<file path="src/rtl/pol2rec_pkg.sv">
// pol2rec_pkg: shared constants, FSM state encoding and bus payload types
// for the polar-to-rectangular CORDIC rotator.
package pol2rec_pkg;

    localparam int unsigned DATA_W = 32;   // 16Q16 modulus/outputs, 8Q24 angle
    localparam int unsigned INT_W  = 34;   // internal datapath width (2 guard bits)
    localparam int unsigned PROD_W = 66;   // signed modulus x unsigned gain product
    localparam int unsigned ITER_N = 32;   // CORDIC micro-rotations per operation
    localparam int unsigned IDX_W  = 5;    // iteration index width

    // CORDIC gain compensation, round(0.6072529350 * 2^32), unsigned 0Q32
    localparam logic [DATA_W-1:0] CORDIC_K = 32'h9B74_EDA8;

    // Quadrant folding constants in 8Q24 degrees
    localparam logic signed [INT_W-1:0] ANG_P90 = 34'sd1509949440;
    localparam logic signed [INT_W-1:0] ANG_M90 = -34'sd1509949440;
    localparam logic signed [INT_W-1:0] ANG_180 = 34'sd3019898880;

    typedef enum logic [1:0] {
        ST_IDLE     = 2'd0,
        ST_PRESCALE = 2'd1,
        ST_ITER     = 2'd2,
        ST_DONE     = 2'd3
    } state_e;

    // Request payload: modulus (16Q16) and angle (8Q24 degrees)
    typedef struct packed {
        logic [DATA_W-1:0] mod;
        logic [DATA_W-1:0] angle;
    } p2r_req_t;

    // Result payload: rectangular components (16Q16)
    typedef struct packed {
        logic [DATA_W-1:0] x;
        logic [DATA_W-1:0] y;
    } p2r_res_t;

    // Sign-extend a 32-bit word into the internal datapath width
    function automatic logic signed [INT_W-1:0] sext_int(input logic [DATA_W-1:0] v);
        return INT_W'($signed(v));
    endfunction

endpackage

</file>
<file path="src/rtl/pol2rec_if.sv">
// pol2rec_if: control/data bundle between a requester (master) and the
// pol2rec rotator (slave).
//   enable : global iteration enable       start : one-cycle request
//   req    : modulus + angle payload       res   : x/y result payload
//   busy   : rotator not idle              done  : result-valid pulse
interface pol2rec_if;
    import pol2rec_pkg::*;

    logic     enable;
    logic     start;
    p2r_req_t req;
    p2r_res_t res;
    logic     busy;
    logic     done;

    modport master (output enable, start, req, input res, busy, done);
    modport slave  (input enable, start, req, output res, busy, done);
endinterface

</file>
<file path="src/rtl/cordic_atan_lut.sv">
// cordic_atan_lut: combinational table of atan(2^-idx) in degrees, 8Q24, rounded.
//   idx    : iteration index 0..31
//   atan_c : elementary rotation angle for that index
module cordic_atan_lut
    import pol2rec_pkg::*;
(
    input  logic [IDX_W-1:0]  idx,
    output logic [DATA_W-1:0] atan_c
);

    always_comb begin
        atan_c = '0;
        case (idx)
            5'd0:  atan_c = 32'd754974720;
            5'd1:  atan_c = 32'd445687602;
            5'd2:  atan_c = 32'd235489088;
            5'd3:  atan_c = 32'd119537938;
            5'd4:  atan_c = 32'd60000934;
            5'd5:  atan_c = 32'd30029717;
            5'd6:  atan_c = 32'd15018523;
            5'd7:  atan_c = 32'd7509720;
            5'd8:  atan_c = 32'd3754917;
            5'd9:  atan_c = 32'd1877466;
            5'd10: atan_c = 32'd938734;
            5'd11: atan_c = 32'd469367;
            5'd12: atan_c = 32'd234684;
            5'd13: atan_c = 32'd117342;
            5'd14: atan_c = 32'd58671;
            5'd15: atan_c = 32'd29335;
            5'd16: atan_c = 32'd14668;
            5'd17: atan_c = 32'd7334;
            5'd18: atan_c = 32'd3667;
            5'd19: atan_c = 32'd1833;
            5'd20: atan_c = 32'd917;
            5'd21: atan_c = 32'd458;
            5'd22: atan_c = 32'd229;
            5'd23: atan_c = 32'd115;
            5'd24: atan_c = 32'd57;
            5'd25: atan_c = 32'd29;
            5'd26: atan_c = 32'd14;
            5'd27: atan_c = 32'd7;
            5'd28: atan_c = 32'd4;
            5'd29: atan_c = 32'd2;
            5'd30: atan_c = 32'd1;
            5'd31: atan_c = 32'd0;
            default: atan_c = '0;
        endcase
    end

endmodule

</file>
<file path="src/rtl/pol2rec.sv">
// pol2rec: iterative CORDIC rotator converting (modulus, angle) to (x, y).
//   clk   : clock, rising edge
//   rst_n : asynchronous active-low reset
//   bus   : pol2rec_if slave port -- enable/start/req in, res/busy/done out
// One operation: capture, gain prescale + quadrant fold, 32 micro-rotations,
// then a one-cycle done pulse with x/y updated on the same edge.
module pol2rec
    import pol2rec_pkg::*;
(
    input  logic        clk,
    input  logic        rst_n,
    pol2rec_if.slave    bus
);

    state_e                    state_q, state_d;
    logic        [IDX_W-1:0]   i_q, i_d;
    logic signed [INT_W-1:0]   xr_q, xr_d;
    logic signed [INT_W-1:0]   yr_q, yr_d;
    logic signed [INT_W-1:0]   zr_q, zr_d;
    logic signed [DATA_W-1:0]  mod_q, mod_d;
    logic        [DATA_W-1:0]  angle_q, angle_d;
    logic        [DATA_W-1:0]  x_q, x_d;
    logic        [DATA_W-1:0]  y_q, y_d;
    logic                      busy_q, busy_d;
    logic                      done_q, done_d;

    logic        [DATA_W-1:0]  atan_c;
    logic signed [INT_W-1:0]   atan_ext;
    logic signed [PROD_W-1:0]  prod;
    logic signed [INT_W-1:0]   xk;
    logic signed [INT_W-1:0]   angle_ext;
    logic signed [INT_W-1:0]   xsh, ysh;
    logic signed [INT_W-1:0]   xr_n, yr_n, zr_n;
    logic                      d_pos;

    cordic_atan_lut u_atan_lut (
        .idx    (i_q),
        .atan_c (atan_c)
    );

    // Gain-compensated modulus: mod * K >>> 32
    always_comb begin
        prod      = PROD_W'(mod_q) * $signed(PROD_W'(CORDIC_K));
        xk        = INT_W'(prod >>> 32);
        angle_ext = sext_int(angle_q);
    end

    // One micro-rotation; direction follows the sign of the residual angle
    always_comb begin
        d_pos    = ~zr_q[INT_W-1];
        atan_ext = $signed(INT_W'(atan_c));
        xsh      = xr_q >>> i_q;
        ysh      = yr_q >>> i_q;
        xr_n     = d_pos ? (xr_q - ysh)      : (xr_q + ysh);
        yr_n     = d_pos ? (yr_q + xsh)      : (yr_q - xsh);
        zr_n     = d_pos ? (zr_q - atan_ext) : (zr_q + atan_ext);
    end

    // Next-state and register-update logic; nothing moves while enable is low
    always_comb begin
        state_d = state_q;
        i_d     = i_q;
        xr_d    = xr_q;
        yr_d    = yr_q;
        zr_d    = zr_q;
        mod_d   = mod_q;
        angle_d = angle_q;
        x_d     = x_q;
        y_d     = y_q;
        done_d  = done_q;

        if (bus.enable) begin
            done_d = 1'b0;
            case (state_q)
                ST_IDLE: begin
                    if (bus.start) begin
                        state_d = ST_PRESCALE;
                        mod_d   = bus.req.mod;
                        angle_d = bus.req.angle;
                    end
                end
                ST_PRESCALE: begin
                    yr_d    = '0;
                    i_d     = '0;
                    state_d = ST_ITER;
                    // Fold angles beyond +/-90 deg into range by flipping the start vector
                    if (angle_ext > ANG_P90) begin
                        xr_d = -xk;
                        zr_d = angle_ext - ANG_180;
                    end else if (angle_ext < ANG_M90) begin
                        xr_d = -xk;
                        zr_d = angle_ext + ANG_180;
                    end else begin
                        xr_d = xk;
                        zr_d = angle_ext;
                    end
                end
                ST_ITER: begin
                    xr_d = xr_n;
                    yr_d = yr_n;
                    zr_d = zr_n;
                    i_d  = i_q + IDX_W'(1);
                    if (i_q == IDX_W'(ITER_N - 1)) begin
                        state_d = ST_DONE;
                        x_d     = DATA_W'(xr_n);
                        y_d     = DATA_W'(yr_n);
                        done_d  = 1'b1;
                    end
                end
                ST_DONE: begin
                    state_d = ST_IDLE;
                end
                default: begin
                    state_d = ST_IDLE;
                end
            endcase
        end

        busy_d = (state_d != ST_IDLE);
    end

    // State and datapath registers
    always_ff @(posedge clk or negedge rst_n) begin
        if (!rst_n) begin
            state_q <= ST_IDLE;
            i_q     <= '0;
            xr_q    <= '0;
            yr_q    <= '0;
            zr_q    <= '0;
            mod_q   <= '0;
            angle_q <= '0;
            x_q     <= '0;
            y_q     <= '0;
            busy_q  <= 1'b0;
            done_q  <= 1'b0;
        end else begin
            state_q <= state_d;
            i_q     <= i_d;
            xr_q    <= xr_d;
            yr_q    <= yr_d;
            zr_q    <= zr_d;
            mod_q   <= mod_d;
            angle_q <= angle_d;
            x_q     <= x_d;
            y_q     <= y_d;
            busy_q  <= busy_d;
            done_q  <= done_d;
        end
    end

    assign bus.res.x = x_q;
    assign bus.res.y = y_q;
    assign bus.busy  = busy_q;
    assign bus.done  = done_q;

endmodule

</file>
<file path="src/flat_wrapper.sv">
// flat-port wrapper written by rule: the top's interface ports become plain ports
module pol2rec_flat import pol2rec_pkg::*;
  (clk, rst_n, bus_enable, bus_start, bus_req, bus_res, bus_busy, bus_done);
  pol2rec_if bus_i ();
  input  logic clk;
  input  logic rst_n;
  input wire logic [$bits(bus_i.enable)-1:0] bus_enable;
  input wire logic [$bits(bus_i.start)-1:0] bus_start;
  input wire logic [$bits(bus_i.req)-1:0] bus_req;
  output wire logic [$bits(bus_i.res)-1:0] bus_res;
  output wire logic [$bits(bus_i.busy)-1:0] bus_busy;
  output wire logic [$bits(bus_i.done)-1:0] bus_done;
  assign bus_i.enable = bus_enable;
  assign bus_i.start = bus_start;
  assign bus_i.req = bus_req;
  assign bus_res = bus_i.res;
  assign bus_busy = bus_i.busy;
  assign bus_done = bus_i.done;
  pol2rec u_core (.clk(clk), .rst_n(rst_n), .bus(bus_i));
endmodule
</file>
<file path="config.mk">
export PLATFORM = sky130hd
export DESIGN_NAME = pol2rec_flat
export DESIGN_NICKNAME = d
export VERILOG_FILES = /design/src/rtl/pol2rec_pkg.sv /design/src/rtl/pol2rec_if.sv /design/src/rtl/cordic_atan_lut.sv /design/src/rtl/pol2rec.sv /design/src/flat_wrapper.sv
export SDC_FILE = /design/constraint.sdc
export NUM_CORES = 2
export LEC_CHECK = 0
export ABC_CLOCK_PERIOD_IN_PS = 15500
export CELL_PAD_IN_SITES_DETAIL_PLACEMENT = 0
export CELL_PAD_IN_SITES_GLOBAL_PLACEMENT = 2
export CORE_AREA = 2 2 327 329
export CTS_CLUSTER_SIZE = 28
export DETAILED_ROUTE_END_ITERATION = 8
export DIE_AREA = 0 0 329 331
export GPL_ROUTABILITY_DRIVEN = 0
export PLACE_DENSITY_LB_ADDON = 0.1
export SLEW_MARGIN = 20
export SYNTH_ARGS = -nofsm -noshare
export SYNTH_HDL_FRONTEND = slang
export SYNTH_SLANG_ARGS = --single-unit
</file>
<file path="constraint.sdc">
create_clock -name clk -period 15.5 [get_ports clk]
set_input_delay 3.875 -clock clk [delete_from_list [all_inputs] [get_ports clk]]
set_output_delay 3.875 -clock clk [all_outputs]
set_load 0.02 [all_outputs]
</file>
**After elaboration in Yosys (flattened, before gate mapping)**

Memory sizes are Yosys's and may differ from the RTL's.
Cells that the tools add are included.
Widths: inputs -> output; s select.

- Add/sub/neg operators: 10
- $mul: 1
- $lt $le $gt $ge: 2
- Eq/ne operators: 4
- Shift operators: 2
- Mux-type cells: 17
- Reduce and logical (&&, ||, !) cells: 6

Operator list:

| operator | count |
|---|---|
| $mux 34 | 7 |
| $pmux 34 s2 | 3 |
| $add 34x34->34 | 2 |
| $sshr 34x5->34 | 2 |
| $sub 34x34->34 | 2 |
| $mul 32x30->62 const B | 1 |
| $add 32x33->34 const B | 1 |
| $add 34x33->34 | 1 |
| $neg 34->34 | 1 |
| $sub 32x33->34 const B | 1 |
| $sub 34x33->34 | 1 |
| $gt 32x32->1 const B | 1 |
| $lt 32x32->1 const B | 1 |
| $pmux 5 s2 | 1 |
| $pmux 2 s4 | 1 |
| $mux 2 | 3 |
| $reduce_and 3->1 | 2 |
| $add 5x1->5 const B | 1 |
| $eq 5x5->1 const B | 1 |
| $eq 2x2->1 const B | 2 |
| $reduce_bool 2->1 | 2 |
| $eq 2x1->1 const B | 1 |
| $logic_not 2->1 | 1 |
| $mux 1 | 2 |
| $reduce_and 2->1 | 1 |

- Register bits: 239
- ROM bits: 960
- Input port bits: 68
- Output and inout bits: 66
- Logic and storage cells: 54
- Memories: 1

Memories:

| name | words | width | read ports | clocked after Yosys merged registers in | write ports | line | text |
|---|---|---|---|---|---|---|---|
| (no name shown) | 32 | 30 | 1 | 0 | 0 | cordic_atan_lut.sv:13 | `case (idx)` |

**Depth between registers and ports, before layout**

- Depth after elaboration: 5
- Gate-level depth with buffers: 34
- Depth with buffers taken out: 32

**By module**

Synthesis repeated with hierarchy kept, for this count alone.

- Cells, all modules: 4646
- Area total of the unflattened synthesis: 41865.2 µm²

Modules (own cells, without submodules):

| module | instances | cells each | area an instance (µm²) | seq. area each (µm²) |
|---|---|---|---|---|
| pol2rec | 1 | 4484 | 40757.8 | 5980.7 |
| cordic_atan_lut | 1 | 162 | 1107.3 | 0.0 |

**Least setup slack after synthesis**

No wires, ideal clock.

- Path kind: register to register
- Start point: reg u_core.mod_q[31]
- End point: reg u_core.xr_q[31]
- Setup time: 0.126 ns
- Arrival: 8.321 ns
- Path slack: 7.053 ns
- Cell stages (with the launch flop): 24
- Path buffers: 2
- Period minus slack after synthesis: 8.447 ns
- Path through: dfrtp_1 buf_1 inv_1 o21ai_0 fa_1 fa_1 fa_1 fa_1 inv_1 fa_1 inv_1 ha_1 clkbuf_1 a21o_1 a31oi_1 o21ai_1 o21bai_1 a211oi_1 a211oi_1 a2111oi_0 or3_1 o31ai_1 xnor2_1 a221o_1

- Cells in the longest elaborated chain, start to end: 5

Ends and longest elaborated chain:

| element | line | text |
|---|---|---|
| start: declaration | pol2rec.sv:20 | `logic signed [DATA_W-1:0] mod_q, mod_d;` |
| start signal: assignment | pol2rec.sv:142 | `mod_q <= mod_d;` |
| $mul 32x30->62 (*) | pol2rec.sv:43 | `prod = PROD_W'(mod_q) * $signed(PROD_W'(CORDIC_K));` |
| $neg 34->34 | pol2rec.sv:88, pol2rec.sv:91 |  |
| $mux 34 | pol2rec.sv:90 | `end else if (angle_ext < ANG_M90) begin` |
| $mux 34 (*) | pol2rec.sv:87 | `if (angle_ext > ANG_P90) begin` |
| $pmux 34 s2 (*) | pol2rec.sv:74 | `case (state_q)` |
| end signal: assignment | pol2rec.sv:139 | `xr_q <= xr_d;` |
| end: declaration | pol2rec.sv:17 | `logic signed [INT_W-1:0] xr_q, xr_d;` |

Every way passes the cells marked *; elsewhere a longest branch is shown, timed or not.
A chain may end at the register's enable or synchronous reset.

**Worst setup path after layout**

- Start point: reg u_core.mod_q[11]
- End point: reg u_core.xr_q[30]

The elaborated chain is that of the path after synthesis.

==> impl_metrics.env <==
export IMPL_status="finished clean"
export IMPL_cts_resized=0
export IMPL_die_h_um=331
export IMPL_rows=119
export IMPL_synthSimpleGateAreaFrac=0.1030
export IMPL_root_buffer="clkbuf_16"
export IMPL_synth_area_leaders="fa_1 20%, ha_1 14%, dfrtp_1 14%"
export IMPL_yosysMostFrequentCell="inv_1"
export IMPL_synth_xor_area_share=0.06915
export IMPL_cp_arrival_ps=10090
export IMPL_drt_vias_per_instance=5.459
export IMPL_fp_dieArea_um2=108900
export IMPL_drt_initial_drc_count=2154
export IMPL_fin_setup_tns_ps=0
export IMPL_critPathSlowestCell="dfrtp_1"
export IMPL_synthAdderAreaFrac=0.3476
export IMPL_post_cts_repair_setup_buffers=0
export IMPL_required_ps=15980
export IMPL_muxShareOfSynthArea=0.09184
export IMPL_io_pins=134
export IMPL_synth_seq_cells=239
export IMPL_core_um2=105000
export IMPL_seq_area_frac_synth=0.1431
export IMPL_synth_edf_count=0
export IMPL_max_stage_delay_ps=650
export IMPL_grt_max_degree=113
export IMPL_insertion_delay_ps=600
export IMPL_path_common_cell="inv_1"
export IMPL_critPathTopFamily="adder cells"
export IMPL_post_drt_wl_per_cell_um=23.09
export IMPL_vias=33185
export IMPL_synth_top_family_by_area="adder cells"
export IMPL_die_width_um=329
export IMPL_synth_compound_area_frac=0.1590
export IMPL_maxCapViolCount=0
export IMPL_synth_top_area_cell="fa_1"
export IMPL_antenna_left=0
export IMPL_hold_viol=0
export IMPL_ys_types=101
export IMPL_period_needed_ps=9610
export IMPL_drt_total_wl_um=140400
export IMPL_netlist_top_cells_count="753 x inv_1, 481 x ha_1, 425 x fa_1"
export IMPL_relSlewSlack=0.2100
export IMPL_synthArstFlopShare=1.000
export IMPL_overflow=0
export IMPL_grt_first_pass_wirelength_um=215400
export IMPL_cts_sinks=239
export IMPL_floorplan_initialDensity=0.3982
export IMPL_synth_area_per_cell_um2=9.010
export IMPL_rsz0062_at_grt="no"
export IMPL_syn2layout_area_growth_pct=9.103
export IMPL_slew_violations=0
export IMPL_cp_max_fo=9
export IMPL_clk_pin_slew_ps=60
export IMPL_synth_top_area_frac=0.2036
export IMPL_worst_pin_slew_ps=1174
export IMPL_yosys_warnings=0
export IMPL_cts_buffers=35
export IMPL_clk_path_buf_depth=3
export IMPL_grt_total_usage=0.2602
export IMPL_grt_pass1_vias=34261
export IMPL_crit_buf_inv=8
export IMPL_ys_flop_type="dfrtp_1"
export IMPL_tritoncts="yes"
export IMPL_critPathCaptureType="flop"
export IMPL_clock_fmax_ghz=0.1041
export IMPL_critPathLaunchType="flop"
export IMPL_hpwl_um=115700
export IMPL_layout_drive_gt1_share=0.06872
export IMPL_portBuffers=133
export IMPL_finClkSkew_ps=26.68
export IMPL_finalSetupViolCount=0
export IMPL_period_share=0.6200
export IMPL_antenna_found_initial=4
export IMPL_syn_inst=4639
export IMPL_netlist_area_um2=41800
export IMPL_nets=5636
export IMPL_drc=0
export IMPL_hold_buffers=0
export IMPL_synth_nets=5613
export IMPL_critical_path_class="flop to flop"
export IMPL_htree_levels=2
export IMPL_firstDrtPassIters=6
export IMPL_hold_class="flop to flop"
==> cell type report <==
type	count	area, um^2
Fill cell	10607	59370
Multi-Input combinational cell	3465	32260
Sequential cell	239	5997
Inverter	756	2838
Tap cell	1391	1740
Timing Repair Buffer	165	1602
Clock buffer	51	1016
Clock inverter	10	147.6
Antenna cell	2	5.005
==> worst paths after layout <==
path | end | cells past startpoint | slack, ps | start
setup / recovery | u_core.xr_q[30] | 31 | 5890 | u_core.mod_q[11]
hold / removal | u_core.y_q[15] | 2 | 470 | u_core.y_q[15]
setup reg to reg | u_core.xr_q[30] | 31 | 5890 | u_core.mod_q[11]
hold reg to reg | u_core.y_q[15] | 2 | 470 | u_core.y_q[15]
max in group asynchronous | u_core.mod_q[31] | 2 | 10890 | rst_n
min in group asynchronous | u_core.y_q[15] | 1 | 3210 | rst_n
==> logic make-up (layout without fill, tap and decap cells) <==
family	count (synthesis)	after routing
xor gates and xnor gates	330	330
muxes	250	250
and+or+nand+nor	921	921
AOI/OAI and AO/OA	1058	1058
other	0	2
adders and majority gates	906	906
buffers and inverters	935	982
DFF	239	239
==> worst register-to-register path, delay by kind of cell, from the launching register on <==
| kind | cells | cell delay, ps |
|---|---|---|
| AO/OA/AOI/OAI | 7 | 2320 |
| XOR/XNOR | 2 | 730 |
| adder cells (fa/ha/maj) | 9 | 3850 |
| AND/OR/NAND/NOR | 5 | 1440 |
| buffers and inverters | 8 | 500 |
| flip-flops | 1 | 650 |
==> layout by cell type (no fill, tap or decap), types with 12 or more instances in the layout <==
cell / netlist / routed
inv_1: 753 / 751
ha_1: 481 / 480
fa_1: 425 / 425
nand2_1: 385 / 384
o21ai_0: 298 / 298
a21oi_1: 296 / 296
dfrtp_1: 239 / 232
nor2_1: 216 / 215
xnor2_1: 170 / 170
xor2_1: 160 / 160
clkdlybuf4s50_1: 0 / 132
a21o_1: 102 / 102
mux2_2: 94 / 94
mux4_2: 92 / 92
mux2i_1: 57 / 57
a31oi_1: 47 / 47
nor2b_1: 42 / 42
nor3_1: 42 / 42
nand3_1: 40 / 38
and3_1: 35 / 35
clkbuf_16: 0 / 35
a211oi_1: 31 / 31
o21bai_1: 30 / 30
buf_4: 2 / 30
o21a_1: 29 / 29
and2_1: 27 / 27
nand2b_1: 26 / 26
nand4_1: 24 / 24
o211ai_1: 19 / 19
o31ai_1: 18 / 18
or3_1: 17 / 17
nor4_1: 16 / 16
a41oi_1: 16 / 16
a22oi_1: 14 / 14
o22ai_1: 12 / 12
==> per-stage QoR <==
step           setup slack (ps)  utilization  hold WS, ps  instances  area (um^2)
3_3_place_gp               5894       0.4231        460.9       6015        44410
4_1_cts                    5948       0.4342        483.3       6076        45580
2_1_floorplan              7053            -        456.3       4639        41800
3_5_place_dp               5961       0.4231        471.6       6015        44410
5_1_grt                    5245       0.4344        503.9       6077        45600
6_report                   5890       0.4344        475.0       6079        45600
==> per-layer routing <==
| metal | vias up | global-route usage | wire (um) |
|---|---|---|---|
| li1 | 15831 | - | - |
| met3 | 200 | 0.02938 | 5719 |
| met1 | 16412 | 0.3261 | 58940 |
| met4 | 4 | 0.09678 | 5487 |
| met5 | - | 0 | 26 |
| met2 | 738 | 0.4602 | 70220 |
==> registers in the layout (all words and copies together), names as in the netlist <==
name             count
u_core.mod_q        32
u_core.i_q           5
u_core.angle_q      32
u_core.xr_q         34
u_core.x_q          32
u_core.yr_q         34
u_core.bus.busy      1
u_core.bus.done      1
u_core.y_q          32
u_core.zr_q         34
u_core.state_q       2
Power is left out: the tool's default activity adds up to more than one toggle a clock period on the data nets, which glitch-free logic cannot reach.
